--- config.mk ---
export PLATFORM = sky130hd
export DESIGN_NAME = sap_ucode_sequencer
export DESIGN_NICKNAME = d
export VERILOG_FILES = /design/src/rtl/sap_ucode_sequencer.sv
export SDC_FILE = /design/constraint.sdc
export NUM_CORES = 2
export LEC_CHECK = 0
export CORE_UTILIZATION = 55
export DETAILED_ROUTE_END_ITERATION = 10
export MAX_ROUTING_LAYER = met4
export PLACE_DENSITY = 0.76
export SLEW_MARGIN = 5
export SYNTH_ARGS = -nofsm -noshare
export SYNTH_HDL_FRONTEND = slang
export SYNTH_SLANG_ARGS = --single-unit
--- constraint.sdc ---
create_clock -name clk -period 11.3 [get_ports clk]
set_input_delay 2.26 -clock clk [delete_from_list [all_inputs] [get_ports clk]]
set_output_delay 2.26 -clock clk [all_outputs]
set_load 0.02 [all_outputs]
--- src/rtl/sap_ucode_sequencer.sv ---
// Microprogrammed SAP control sequencer: fixed two-step fetch, execute steps from a
// writable {opcode, step}-indexed store. State advances on the falling clock edge.
module sap_ucode_sequencer #(
  parameter int OPCODE_W  = 4,
  parameter int CW_W      = 17,
  parameter int FLAG_W    = 2,
  parameter int MAX_STEPS = 4,
  parameter logic [CW_W-1:0] FETCH0_CW = 17'h00048,
  parameter logic [CW_W-1:0] FETCH1_CW = 17'h00112,
  localparam int STEP_W = $clog2(MAX_STEPS),
  localparam int CSEL_W = (FLAG_W > 2) ? $clog2(FLAG_W) : 1,
  localparam int ADDR_W = OPCODE_W + STEP_W,
  localparam int UW_W   = CW_W + 2 + CSEL_W
) (
  input  logic                clk,
  input  logic                rst,
  input  logic                run,
  input  logic                resume,
  input  logic [OPCODE_W-1:0] opcode,
  input  logic [FLAG_W-1:0]   flags,
  input  logic                ucode_we,
  input  logic [ADDR_W-1:0]   ucode_addr,
  input  logic [UW_W-1:0]     ucode_wdata,
  output logic [CW_W-1:0]     ctrl_word,
  output logic                halted,
  output logic                instr_start,
  output logic [OPCODE_W-1:0] opcode_q,
  output logic [STEP_W-1:0]   step_q,
  output logic                wr_rej,
  output logic                seq_err
);

  localparam logic [2:0] S_IDLE   = 3'd0;
  localparam logic [2:0] S_FETCH1 = 3'd1;
  localparam logic [2:0] S_FETCH2 = 3'd2;
  localparam logic [2:0] S_EXEC   = 3'd3;
  localparam logic [2:0] S_HALT   = 3'd4;

  localparam logic [1:0] SEQ_NEXT = 2'b00;
  localparam logic [1:0] SEQ_END  = 2'b01;
  localparam logic [1:0] SEQ_COND = 2'b10;

  localparam logic [STEP_W-1:0] STEP_LAST = STEP_W'(MAX_STEPS - 1);

  logic [2:0]          state_q, state_d;
  logic [OPCODE_W-1:0] opcode_d;
  logic [STEP_W-1:0]   step_d;
  logic                seq_err_q, seq_err_d;
  logic                wr_rej_q, wr_rej_d;
  logic [CW_W-1:0]     ctrl_word_q, ctrl_word_d;
  logic                halted_q, halted_d;
  logic                instr_start_q, instr_start_d;
  logic                wr_ok_s;
  logic                adv_s;
  logic [ADDR_W-1:0]   cur_addr_s, nxt_addr_s;
  logic [1:0]          cur_seq_s;
  logic [CSEL_W-1:0]   cur_csel_s;
  logic [UW_W-1:0]     store_q [2**ADDR_W];

  // Selects flags[sel]; selectors beyond the flag bus read as 0.
  function automatic logic flag_sel(input logic [FLAG_W-1:0] f, input logic [CSEL_W-1:0] sel);
    logic r;
    r = 1'b0;
    for (int i = 0; i < FLAG_W; i++) begin
      if (sel == CSEL_W'(i)) r = f[i];
      else r = r;
    end
    return r;
  endfunction

  assign cur_addr_s = {opcode_q, step_q};
  assign cur_seq_s  = store_q[cur_addr_s][UW_W-1 -: 2];
  assign cur_csel_s = store_q[cur_addr_s][CW_W +: CSEL_W];

  // Next-state, step, opcode latch and write-guard logic.
  always_comb begin
    state_d   = state_q;
    opcode_d  = opcode_q;
    step_d    = step_q;
    seq_err_d = seq_err_q;
    wr_ok_s   = 1'b0;
    wr_rej_d  = 1'b0;
    adv_s     = 1'b0;
    if (ucode_we) begin
      if ((state_q == S_IDLE) || (state_q == S_HALT)) wr_ok_s = 1'b1;
      else wr_rej_d = 1'b1;
    end else begin
      wr_ok_s = 1'b0;
    end
    case (state_q)
      S_IDLE: begin
        if (run) state_d = S_FETCH1;
        else state_d = S_IDLE;
        step_d = {STEP_W{1'b0}};
      end
      S_FETCH1: state_d = S_FETCH2;
      S_FETCH2: begin
        state_d  = S_EXEC;
        opcode_d = opcode;
        step_d   = {STEP_W{1'b0}};
      end
      S_EXEC: begin
        case (cur_seq_s)
          SEQ_NEXT: adv_s = 1'b1;
          SEQ_END:  adv_s = 1'b0;
          SEQ_COND: adv_s = flag_sel(flags, cur_csel_s);
          default:  adv_s = 1'b0;
        endcase
        if (cur_seq_s == 2'b11) begin
          state_d = S_HALT;
        end else if (!adv_s) begin
          state_d = S_FETCH1;
          step_d  = {STEP_W{1'b0}};
        end else if (step_q == STEP_LAST) begin
          // Running off the last step restarts fetch and latches the error.
          state_d   = S_FETCH1;
          step_d    = {STEP_W{1'b0}};
          seq_err_d = 1'b1;
        end else begin
          step_d = step_q + STEP_W'(1);
        end
      end
      S_HALT: begin
        if (resume) begin
          state_d = S_FETCH1;
          step_d  = {STEP_W{1'b0}};
        end else begin
          state_d = S_HALT;
        end
      end
      default: begin
        state_d = S_IDLE;
        step_d  = {STEP_W{1'b0}};
      end
    endcase
  end

  assign nxt_addr_s = {opcode_d, step_d};

  // Output decode from the upcoming state so the registered outputs track it.
  always_comb begin
    case (state_d)
      S_FETCH1: ctrl_word_d = FETCH0_CW;
      S_FETCH2: ctrl_word_d = FETCH1_CW;
      S_EXEC:   ctrl_word_d = store_q[nxt_addr_s][CW_W-1:0];
      default:  ctrl_word_d = {CW_W{1'b0}};
    endcase
    halted_d      = (state_d == S_HALT);
    instr_start_d = (state_d == S_FETCH1);
  end

  // Sequencer state and registered outputs.
  always_ff @(negedge clk or negedge rst) begin
    if (!rst) begin
      state_q       <= S_IDLE;
      opcode_q      <= {OPCODE_W{1'b0}};
      step_q        <= {STEP_W{1'b0}};
      seq_err_q     <= 1'b0;
      wr_rej_q      <= 1'b0;
      ctrl_word_q   <= {CW_W{1'b0}};
      halted_q      <= 1'b0;
      instr_start_q <= 1'b0;
    end else begin
      state_q       <= state_d;
      opcode_q      <= opcode_d;
      step_q        <= step_d;
      seq_err_q     <= seq_err_d;
      wr_rej_q      <= wr_rej_d;
      ctrl_word_q   <= ctrl_word_d;
      halted_q      <= halted_d;
      instr_start_q <= instr_start_d;
    end
  end

  // Microcode store, cleared to NEXT/cw=0 on reset.
  always_ff @(negedge clk or negedge rst) begin
    if (!rst) begin
      for (int i = 0; i < 2**ADDR_W; i++) store_q[i] <= {UW_W{1'b0}};
    end else if (wr_ok_s) begin
      store_q[ucode_addr] <= ucode_wdata;
    end else begin
      store_q[ucode_addr] <= store_q[ucode_addr];
    end
  end

  assign ctrl_word   = ctrl_word_q;
  assign halted      = halted_q;
  assign instr_start = instr_start_q;
  assign wr_rej      = wr_rej_q;
  assign seq_err     = seq_err_q;

endmodule
==> metrics <==
run status complete, no violations; Avg Cell Area, Syn between 9 and 10 um^2; CP max stage cell clkdlybuf4s50_1; Ys Warns 0; Slew Limit Fails 0; Die Height 348 um; largest family of logic cells by synthesized area compound AO/OA/AOI/OAI gates; IO Pins 64; CP Class input port to flip-flop; most used cell, CP buf_4; Clock Tree Root clkbuf_16; Initial Util between 50% and 60%; complex-gate fraction of the synthesized area around 22%; DR vias between 60,000 and 70,000; endpoint class of the critical path flip-flop; Async SR Flop Fraction 100%; Layout Skew ~0.026 ns; Startpoint Class input port; Final Wtd Congestion 1.05; die area 0.121 mm^2; share of cells above drive strength 1 between 10% and 20%; critical path buffer and inverter count 7; Pwr Total 21.5 mW; detailed placer's ending HPWL roughly 180,000 um; Slew HR 9.90%; vias in the first global route about 60,000; crit path cell chain clkdlybuf4s50_1 > buf_4 > nor2_4 > buf_12 > buf_4 > buf_4 > buf_4 > a221oi_1 > a31oi_1 > o21bai_1 > o2111ai_1 > o21ai_4 > buf_12 > o21ai_0; DRC violations left 0; Mapped Area between 0.06 and 0.07 mm^2; Pwr per Cell Area 278 mW/mm^2; EDFF count, synth 0; H-tree depth 4; Min-Delay Path Class flip-flop to flip-flop; Final Instance Area 0.0773 mm^2; IO buf count 63; worst slew pin tran 1.34 ns; Sink Count approximately 1,300; CP max FO 32; initial antenna violation count 18; ys flop type dfrtn_1; Final setup violation count 0; synth unique cells 69; Fin. Hold Viols 0; first-pass GRT wire length 397,000 um; leakage dissipation about 34 nW; Core ar. 0.118 mm^2; worst skew pair latency between 0.7 and 0.8 ns; vias per cell between 6 and 7; DP Area between 0.07 and 0.08 mm^2; Critical Path RT 6.17 ns; CTS tree done; critical path arrival about 6 ns; mux cell area share after synthesis 11.1%; Die X roughly 350 um; Rows 126; Post-Syn Instances roughly 7,100; post-synthesis sequential area ratio between 40 and 50%; RSZ-0062 raised after global routing false; adder-cell share of the synthesized area 0.0190%; max-cap violation count 0; wire length per cell approximately 30 um; Worst Hold Slack about 0.44 ns; Post-Synth Simple-Gate Area approximately an eighth; Longest Clk Path Bufs 3; Layout area overhead 17.2%; critical path's top delay family compound AO/OA/AOI/OAI gates; post-synthesis register bit count between 1,000 and 1,500; nets@finish 7,286; Net Count, Synth 7,126; Post-Synth XOR/XNOR Area 0%; Routed WL between 200,000 and 300,000 um; clk slew on worst S/H paths 0.05 ns; hold buffer count at CTS 0; Crit path largest cell delay roughly 0.67 ns; Total GRT Usage a little under half; TritonCTS Buffers 142; grt ovf 0; First-pass DRT Iterations 9; Final ANT Viol Nets 0; largest net degree at the start of global routing approximately 160; initial DRC count ~10,000; maximum vdd drop around 300 uV
[path summary, 6_finish.rpt]
check / from / end / slack [ns] / cells after the start
max in group asynchronous: rst / store_q[241] / 2.88 / 3
setup reg to reg: step_q[0] / ctrl_word[15] / 4.75 / 18
setup / recovery: ucode_addr[2] / store_q[110] / 0.14 / 14
min in group asynchronous: rst / store_q[916] / 6.98 / 1
hold / removal: seq_err / seq_err / 0.44 / 1
hold reg to reg: seq_err / seq_err / 0.44 / 1
[cell type report]
| class | instances | area, um^2 |
|---|---|---|
| clock inverter | 47 | 613 |
| timing repair buffer | 729 | 7010 |
| fill | 9265 | 41100 |
| sequential | 1310 | 32800 |
| clock buffer | 214 | 4270 |
| antenna | 20 | 50.0 |
| inverter | 11 | 61.3 |
| tap | 1600 | 2000 |
| multi-input combinational | 5054 | 30500 |
[power by group]
group	internal [mW]	switching [mW]
sequential	5.78	0.914
combinational	3.67	6.19
clock	2.88	2.03
total	12.3	9.13
[layer usage]
layer  up-vias  routed length, um  track usage (%)  share of wire [%]
li1      25932                  -                -                  -
met1     30390              99200             59.2                 37
met2      5208             110000             61.3                 41
met3      1208              40700             14.7                 15
met4         0              20000             28.1                7.4
met5         -                  0                -                  0
[state kept, by name, indices dropped and copies added, names as in the netlist]
register,flops
opcode_q,4
store_q,1280
wr_rej,1
step_q,2
seq_err,1
halted,1
instr_start,1
state_q,3
ctrl_word,17
[synth_stat cells, types with 5 or more instances]
cell type	n	area share (%)
nand2_1	1634	9.3
buf_1	65	0.37
mux4_2	64	2.2
a211oi_1	17	0.19
inv_1	5	0.028
buf_6	10	0.17
a22oi_1	415	4.7
o221ai_1	25	0.33
a32oi_1	26	0.35
a221oi_1	122	1.6
buf_4	29	0.33
a31oi_1	70	0.66
buf_2	40	0.30
nand3_1	156	1.2
a22o_1	115	1.5
nand2b_1	7	0.066
a21oi_1	32	0.24
nor3_1	7	0.053
a311oi_1	6	0.080
nand4_1	89	0.84
nand3b_1	5	0.057
a211o_1	11	0.15
o211ai_1	10	0.11
mux2_2	48	0.82
o2111ai_1	5	0.066
clkbuf_1	569	3.2
o21ai_0	1371	10
nor4_1	12	0.11
o22ai_1	40	0.38
mux2i_1	532	8.1
o21ai_1	22	0.17
o211a_1	17	0.26
dfrtn_1	1310	50
nor2_1	80	0.46
and3_1	51	0.48
[stage by stage]
step / utilization (%) / std cells / TNS [ns] / worst slack (ns)
floorplan: - / 7088 / 0 / 0.443
global placement: 61.1 / 8704 / -98.73 / -0.568
detailed placement: 61.1 / 8704 / -128.30 / -0.608
CTS: 65.2 / 8965 / 0 / 0.127
global route: 65.3 / 8979 / 0 / 0.0836
finish: 65.3 / 8985 / 0 / 0.140
[logic make-up after synthesis]
kind of cell / after synthesis
buffers and inverters: 724
adder cells (fa/ha/maj): 1
AO/OA/AOI/OAI: 2343
flip-flops: 1310
AND/OR/NAND/NOR: 2063
multiplexers: 647
[layout by cell type (no fill, tap or decap), types with 10 or more instances in the layout]
| cell | instances |
|---|---|
| nand2_1 | 1633 |
| o21ai_0 | 1371 |
| dfrtn_1 | 1310 |
| buf_4 | 557 |
| mux2i_1 | 529 |
| a22oi_1 | 415 |
| nand3_1 | 156 |
| clkbuf_16 | 146 |
| a221oi_1 | 121 |
| a22o_1 | 115 |
| buf_12 | 110 |
| nand4_1 | 89 |
| nor2_1 | 77 |
| a31oi_1 | 70 |
| mux4_2 | 64 |
| clkdlybuf4s50_1 | 59 |
| and3_1 | 50 |
| mux2_2 | 48 |
| o22ai_1 | 40 |
| clkbuf_8 | 36 |
| a21oi_1 | 32 |
| clkbuf_1 | 32 |
| a32oi_1 | 26 |
| o221ai_1 | 25 |
| clkinv_2 | 24 |
| diode_2 | 20 |
| o21ai_4 | 18 |
| a211oi_1 | 17 |
| o211a_1 | 17 |
| nor4_1 | 12 |
| a211o_1 | 11 |
| bufinv_16 | 11 |
| o211ai_1 | 10 |
[repair_timing]
| action | CTS | global route |
|---|---|---|
| endpoints found under the setup margin | 0 | 8 |
| endpoints found under the hold margin | 0 | 0 |
| buffers inserted | 0 | 0 |
| resized for setup | 0 | 1 |
Power figures use the tool's default switching activity.
